==> src/rtl/cache_pkg.sv <==
`default_nettype none
// ============================================================================
// Package  : cache_pkg
// Purpose  : Shared geometry, fill FSM state type and block-alignment helper.
// Revision : 1.0
// ============================================================================
package cache_pkg;

  localparam int ADDR_WIDTH  = 16;
  localparam int BLOCK_WORDS = 8;
  localparam int OFFSET_BITS = 4;
  localparam int WORD_IDX_W  = $clog2(BLOCK_WORDS);

  typedef enum logic [0:0] {
    IDLE = 1'b0,
    FILL = 1'b1
  } fill_state_t;

  // Clears the byte-offset bits; callers narrow the result to their own width.
  function automatic logic [31:0] block_base(input logic [31:0] addr,
                                             input int          offset_bits);
    return addr & ~((32'd1 << offset_bits) - 32'd1);
  endfunction

endpackage
`default_nettype wire

==> src/rtl/fill_counter.sv <==
`default_nettype none
// ============================================================================
// Module   : fill_counter
// Purpose  : Clear/enable up-counter with a terminal-count compare flag.
// Revision : 1.0
// ============================================================================
module fill_counter #(
  parameter int WIDTH    = 4,
  parameter int TC_VALUE = 8
) (
  input  logic             clk,
  input  logic             rst,
  input  logic             clr,
  input  logic             en,
  output logic [WIDTH-1:0] count,
  output logic             tc
);

  logic [WIDTH-1:0] r_count;

  always_ff @(posedge clk) begin
    if (rst || clr) begin
      r_count <= '0;
    end else if (en) begin
      r_count <= r_count + 1'b1;
    end
  end

  assign count = r_count;
  assign tc    = (r_count == WIDTH'(TC_VALUE));

endmodule
`default_nettype wire

==> src/rtl/cache_fill_fsm.sv <==
`default_nettype none
// ============================================================================
// Module   : cache_fill_fsm
// Purpose  : Cache-miss block fill: issues BLOCK_WORDS reads, streams the
//            returned words into the data array and pulses the tag write.
// Revision : 1.0
// ============================================================================
module cache_fill_fsm #(
  parameter int ADDR_WIDTH  = cache_pkg::ADDR_WIDTH,
  parameter int BLOCK_WORDS = cache_pkg::BLOCK_WORDS,
  parameter int OFFSET_BITS = cache_pkg::OFFSET_BITS
) (
  input  logic                           clk,
  input  logic                           rst,
  input  logic                           miss_detected,
  input  logic [ADDR_WIDTH-1:0]          miss_address,
  input  logic [15:0]                    memory_data,
  input  logic                           memory_data_valid,
  output logic                           fsm_busy,
  output logic                           mem_enable,
  output logic                           mem_wr,
  output logic [ADDR_WIDTH-1:0]          memory_address,
  output logic                           write_data_array,
  output logic [$clog2(BLOCK_WORDS)-1:0] fill_word_idx,
  output logic [15:0]                    fill_data,
  output logic                           write_tag_array
);

  import cache_pkg::*;

  localparam int IDX_W = $clog2(BLOCK_WORDS);

  fill_state_t           r_state;
  logic [ADDR_WIDTH-1:0] r_base;
  logic [IDX_W:0]        w_req_cnt;
  logic [IDX_W-1:0]      w_rsp_cnt;
  logic                  w_req_done;
  logic                  w_last_rsp;
  logic                  w_start;
  logic                  w_in_fill;

  assign w_in_fill = (r_state == FILL);
  assign w_start   = (r_state == IDLE) && miss_detected;

  // Request and response counters run independently so any memory latency works.
  fill_counter #(
    .WIDTH    (IDX_W + 1),
    .TC_VALUE (BLOCK_WORDS)
  ) u_req_cnt (
    .clk   (clk),
    .rst   (rst),
    .clr   (w_start),
    .en    (mem_enable),
    .count (w_req_cnt),
    .tc    (w_req_done)
  );

  fill_counter #(
    .WIDTH    (IDX_W),
    .TC_VALUE (BLOCK_WORDS - 1)
  ) u_rsp_cnt (
    .clk   (clk),
    .rst   (rst),
    .clr   (w_start),
    .en    (write_data_array),
    .count (w_rsp_cnt),
    .tc    (w_last_rsp)
  );

  always_ff @(posedge clk) begin
    if (rst) begin
      r_state <= IDLE;
      r_base  <= '0;
    end else begin
      case (r_state)
        IDLE: begin
          if (miss_detected) begin
            r_base  <= ADDR_WIDTH'(block_base(32'(miss_address), OFFSET_BITS));
            r_state <= FILL;
          end
        end
        FILL: begin
          if (write_tag_array) begin
            r_state <= IDLE;
          end
        end
        default: r_state <= IDLE;
      endcase
    end
  end

  assign fsm_busy         = w_in_fill;
  assign mem_enable       = w_in_fill && !w_req_done;
  assign mem_wr           = 1'b0;
  assign memory_address   = mem_enable ? (r_base + ADDR_WIDTH'({w_req_cnt, 1'b0})) : r_base;
  assign write_data_array = w_in_fill && memory_data_valid;
  assign fill_word_idx    = w_rsp_cnt;
  assign fill_data        = memory_data;
  assign write_tag_array  = write_data_array && w_last_rsp;

endmodule
`default_nettype wire

==> config.mk <==
export PLATFORM = sky130hd
export DESIGN_NAME = cache_fill_fsm
export DESIGN_NICKNAME = d
export VERILOG_FILES = /design/src/rtl/cache_pkg.sv /design/src/rtl/fill_counter.sv /design/src/rtl/cache_fill_fsm.sv
export SDC_FILE = /design/constraint.sdc
export NUM_CORES = 1
export LEC_CHECK = 0
export ABC_AREA = 0
export CAP_MARGIN = 20
export CORE_MARGIN = 1.5
export CORE_UTILIZATION = 36
export CTS_CLUSTER_SIZE = 25
export DETAILED_ROUTE_END_ITERATION = 7
export PLACE_DENSITY = 0.85
export SYNTH_ARGS = -nofsm -noshare
export SYNTH_HDL_FRONTEND = slang
export SYNTH_SLANG_ARGS = --single-unit
==> constraint.sdc <==
create_clock -name clk -period 1.6 [get_ports clk]
set_input_delay 0.24 -clock clk [delete_from_list [all_inputs] [get_ports clk]]
set_output_delay 0.24 -clock clk [all_outputs]
set_load 0.01 [all_outputs]
# Word level (Yosys, flattened, before mapping)

Cells that the tools add are included.

Output and inout bits: 40
Word-level logic and storage cells: 21
Bits of input ports: 36
Register bits after elaboration: 20

Add/sub/neg operators: 3
Equality and inequality tests: 2
Bitwise logic cells: 1
Reduce and logical (&&, ||, !) cells: 7
Mux-type cells: 4

Operators by type and width:

| kind                                                          | number |
|---|---|
| 16-bit by 5-bit adder with 16-bit output                      | 1 |
| 16-bit two-way mux                                            | 1 |
| 4-bit by 1-bit adder with 4-bit output, second input constant | 1 |
| 4-bit equality test, second input constant                    | 1 |
| 1-bit logical AND                                             | 4 |
| 3-bit by 1-bit adder with 3-bit output, second input constant | 1 |
| 3-bit equality test, second input constant                    | 1 |
| 1-bit two-way mux                                             | 2 |
| 1-bit case mux with 2 select lines                            | 1 |
| 2-bit AND reduction                                           | 1 |
| 1-bit logical NOT                                             | 1 |
| 1-bit logical OR                                              | 1 |
| 1-bit inverter                                                | 1 |

# Depth between registers and ports, before layout

Word-level depth: 4
Gate-level depth with buffers: 7
Mapped depth without buffers: 7

# Modules after synthesis

From an unflattened synthesis, not the netlist that was laid out.

Cells, all modules: 146
Area, all modules: 1247.4 µm²

Modules (own cells, without submodules):

| module                   | seq. area each (µm²) | times used | cells each | area each (µm²) |
|---|---|---|---|---|
| cache_fill_fsm           | 260.2                | 1          | 114        | 897.1 |
| fill_counter (u_req_cnt) | 80.1                 | 1          | 21         | 216.5 |
| fill_counter (u_rsp_cnt) | 60.1                 | 1          | 11         | 133.9 |

# Worst setup path before layout

No wires, ideal clock.

Path kind: register to output
Start point: register u_req_cnt.r_count[0], in the netlist u_req_cnt.count[0]
End point: output port memory_address[14]
Cell stages (with the launch flop): 8
Arrival: 1.363 ns
Path buffers: 0
Data required time: 1.360 ns
Slack: -0.003 ns
Cell sequence: dfxtp_1 -> inv_1 -> ha_1 -> nand3b_4 -> nand2_1 -> inv_2 -> nand4_1 -> xnor2_1

Longest elaborated chain between the ends: 4
Elaborated cells between the ends (all ways): 5
Those cells by class: 1 x add/sub; 1 x eq/ne; 1 x mux; 2 x reduce/logical

Ends and longest elaborated chain:

| what                     | RTL line             | text |
|---|---|---|
| start: declaration       | fill_counter.sv:19   | `logic [WIDTH-1:0] r_count;` |
| start signal: assignment | fill_counter.sv:25   | `r_count <= r_count + 1'b1;` |
| 4-bit equality test      | fill_counter.sv:30   | `assign tc = (r_count == WIDTH'(TC_VALUE));` |
| 1-bit logical NOT        | cache_fill_fsm.sv:93 | `assign mem_enable = w_in_fill && !w_req_done;` |
| 1-bit logical AND        | cache_fill_fsm.sv:93 |  |
| via mem_enable           | cache_fill_fsm.sv:20 | `output logic mem_enable,` |
| 16-bit two-way mux       | cache_fill_fsm.sv:95 | `assign memory_address = mem_enable ? (r_base + ADDR_WIDTH'({w_req_cnt, 1'b0})) : r_base;` |
| end: declaration         | cache_fill_fsm.sv:22 | `output logic [ADDR_WIDTH-1:0] memory_address,` |

The timed path passes the listed nets, and every way through them passes these cells.

# Worst setup path after layout

Start point: register u_req_cnt.r_count[0], in the netlist u_req_cnt.count[0]
End point: output port memory_address[12]

Longest elaborated chain between the ends: 4
Elaborated cells between the ends (all ways): 5
Those cells by class: 1 x add/sub; 1 x eq/ne; 1 x mux; 2 x reduce/logical

Ends and longest elaborated chain:

| what                                                                                             | RTL line |
|---|---|
| parallel branches: the longest is 3 deep, another holds 16-bit by 5-bit adder with 16-bit output | - |
| 16-bit two-way mux (*)                                                                           | cache_fill_fsm.sv:95 |

Every way passes the cells marked *.

==> impl_metrics.py <==
metrics = {
    "power_and_ir_drop": {
        "max-vdd-ir-drop_mv": 0.468,
        "p_leak_nw": 0.865,
        "power.total_mw": 1.09,
        "p_per_area_mw_per_mm2": 593,
    },
    "yosys": {
        "synth_top_cells_by_area": "dfxtp_1 (34%), nand2_1 (13%), buf_4 (12%)",
        "yosysWarningCount": 0,
        "synthFlopType": "dfxtp_1",
        "synth_top_area_share_pct": 33.8,
        "synthSimpleGateAreaFrac_pct": 28.1,
        "synthTopCellsByCount": "nand2_1 (42), dfxtp_1 (20), buf_4 (19)",
        "synth_compound_area_share_pct": 6.34,
        "synth_area_mm2": 0.00118,
        "yosysSeqAreaShare_pct": 33.8,
        "netlist_instances": 153,
        "synth_top_area_cell": "dfxtp_1",
        "synth_mux_area_share_pct": 0,
        "avgSynthCellArea_um2": 7.74,
        "synthAdderAreaFrac_pct": 6.34,
        "synth-edff-count": 0,
        "postSynth.asyncResetShare_pct": 0,
        "post-synth-top-count-cell": "nand2_1",
        "ys_ff_latch": 20,
        "synth_top_family_by_area": "simple AND/OR/NAND/NOR gates",
        "synth_xor_area_share_pct": 10.3,
        "synth.distinct_cells": 25,
    },
    "global_routing": {
        "grt_pass1_vias": 1011,
        "grt_overflow": 0,
        "grt_pass1_wl_mm": 4.55,
        "track_usage_pct": 16.7,
        "antenna_found_initial": 0,
        "grt_max_degree": 14,
    },
    "final_layout": {
        "seq_area_um2": 410,
        "fin_util_pct": 59.8,
        "layout.nets": 255,
        "drive_gt1_share_pct": 41.0,
        "syn2layout_area_growth_pct": 55.2,
        "stdcell_area_mm2": 0.00184,
        "stdcell_count": 256,
        "antenna_cells": 0,
        "fillers": 253,
        "multi_input_area_um2": 719,
    },
    "sta": {
        "drv_slew": 0,
        "setup_viol": 15,
        "setup_tns_ns": -2.97,
        "fmaxAchievable_ghz": 0.529,
        "fin_skew_ns": 0.000924,
        "hold_viol": 0,
        "min_period_ns": 1.89,
        "fin_crit_sh_pct": 118,
        "rsz0062_at_grt": "true",
        "layout_setup_ws_ns": -0.289,
        "holdWs_ns": 0.474,
    },
    "drt": {
        "vias_per_cell": 4.55,
        "post_drt_wl_per_cell_um": 11.9,
        "ant_nets": 0,
        "dr.pass1.iters": 4,
        "vias": 1164,
        "drc": 0,
        "drtIter0Drc": 24,
        "finalWirelength_mm": 3.05,
    },
    "floorplan": {
        "die_y_um": 60.4,
        "rows": 20,
        "ios": 76,
        "die_w_um": 60.4,
        "die_area_mm2": 0.00364,
        "start_util_pct": 38.5,
        "core-area_mm2": 0.00308,
    },
    "clock_tree": {
        "cts_root_buf": "clkbuf_4",
        "numCtsBuffers": 3,
        "cts.sinks": 20,
        "htreeDepth": 1,
        "cts_buffer_depth": 2,
        "cts_tree": "built",
        "postCtsHoldBufs": 0,
        "path_clk_slew_ns": 0.11,
        "clk_latency_ns": 0.30,
    },
    "place": {
        "placed_cells": 244,
        "dp_slack_ns": -0.450,
        "dpl_cell_area_mm2": 0.00170,
        "place_congestion": 0.906,
        "dp_hpwl_mm": 2.14,
        "portBuffers": 37,
    },
    "setup_path": {
        "cp_max_fo": 4,
        "start_kind": "flip-flop",
        "arrival_ns": 1.65,
        "cp.required_ns": 1.36,
        "startpoint": "u_req_cnt.count[0]",
        "reg2reg_from": "u_req_cnt.count[0]",
        "crit_type": "flip-flop to primary output",
        "cp-end-kind": "primary output",
    },
    "hold_path": {
        "worstHoldStart": "miss_address[15]",
        "hp-class": "primary input to flip-flop",
    },
    "job": {
        "maxCapViolCount": 0,
    },
    "run_status": {
        "status": "complete, but fails checks",
        "violations": "setup timing",
    },
}
[final cells by class]
| cell class | instances | area share, % |
|---|---|---|
| sequential | 20 | 22.3 |
| tap | 44 | 2.99 |
| clock buffer | 4 | 1.97 |
| inverter | 5 | 1.16 |
| multi-input combinational | 107 | 39.1 |
| timing repair buffer | 76 | 32.4 |
[routing by layer]
layer / GRT usage, % / wire length (um)
met1: 21.9 / 1360
met4: 8.57 / 55
met5: 0 / 0
met3: 2.35 / 156
met2: 26.7 / 1470
[cell families (layout without fill, tap and decap cells)]
family                   count (synthesis)  count (layout)
flip-flops                              20              20
adder cells (fa/ha/maj)                  6               6
buffers and inverters                   27              85
AO/OA/AOI/OAI                           15              15
AND/OR/NAND/NOR                         70              70
other                                    1               2
XOR/XNOR                                14              14
[sequential cells by signal, summed over array words and instances (netlist names)]
register	flops
fsm_busy	1
r_base	12
u_req_cnt.count	4
u_rsp_cnt.count	3
[final timing paths]
path | endpoint | slack, ns | cells after the start
worst min-delay path | r_base[15] | 0.47 | 3
worst max-delay path | memory_address[12] | -0.29 | 8
worst max register to register | u_req_cnt.count[0] | 0.29 | 9
worst min register to register | r_base[11] | 0.48 | 2
[layout by cell type, fill, tap and decap left out, drive strengths merged]
cell type | netlist | final
nor2 | 10 | 10
nor3 | 2 | 2
and3 | 1 | 1
nand3b | 1 | 1
ha | 6 | 6
conb | 1 | 2
and4 | 1 | 1
clkbuf | 1 | 4
clkdlybuf4s50 | 0 | 18
inv | 5 | 5
nand2b | 2 | 2
and2 | 1 | 1
nand4 | 4 | 4
a21oi | 15 | 15
xor2 | 6 | 6
nand2 | 42 | 42
dlygate4sd2 | 0 | 3
dfxtp | 20 | 20
nand3 | 5 | 5
nor2b | 1 | 1
xnor2 | 8 | 8
buf | 21 | 55
[worst max-delay path, cell delays in order (launching register included)]
cell      delay, ns
dfxtp_2        0.35
inv_2          0.05
ha_4           0.16
nand3b_4       0.08
buf_4          0.12
nand3_4        0.12
nor3_4         0.15
xor2_1         0.16
buf_2          0.15
[power by group]
| group | internal (mW) | switching [mW] |
|---|---|---|
| registers | 0.521 | 0.0197 |
| clock network | 0.139 | 0.152 |
| logic | 0.142 | 0.118 |
[what timing repair did]
item | CTS | global route
endpoints found under the setup margin | 19 | 16
setup buffers | 5 | 3
pin swaps | 17 | 5
gates resized for setup | 95 | 6
Power figures use the tool's default switching activity.
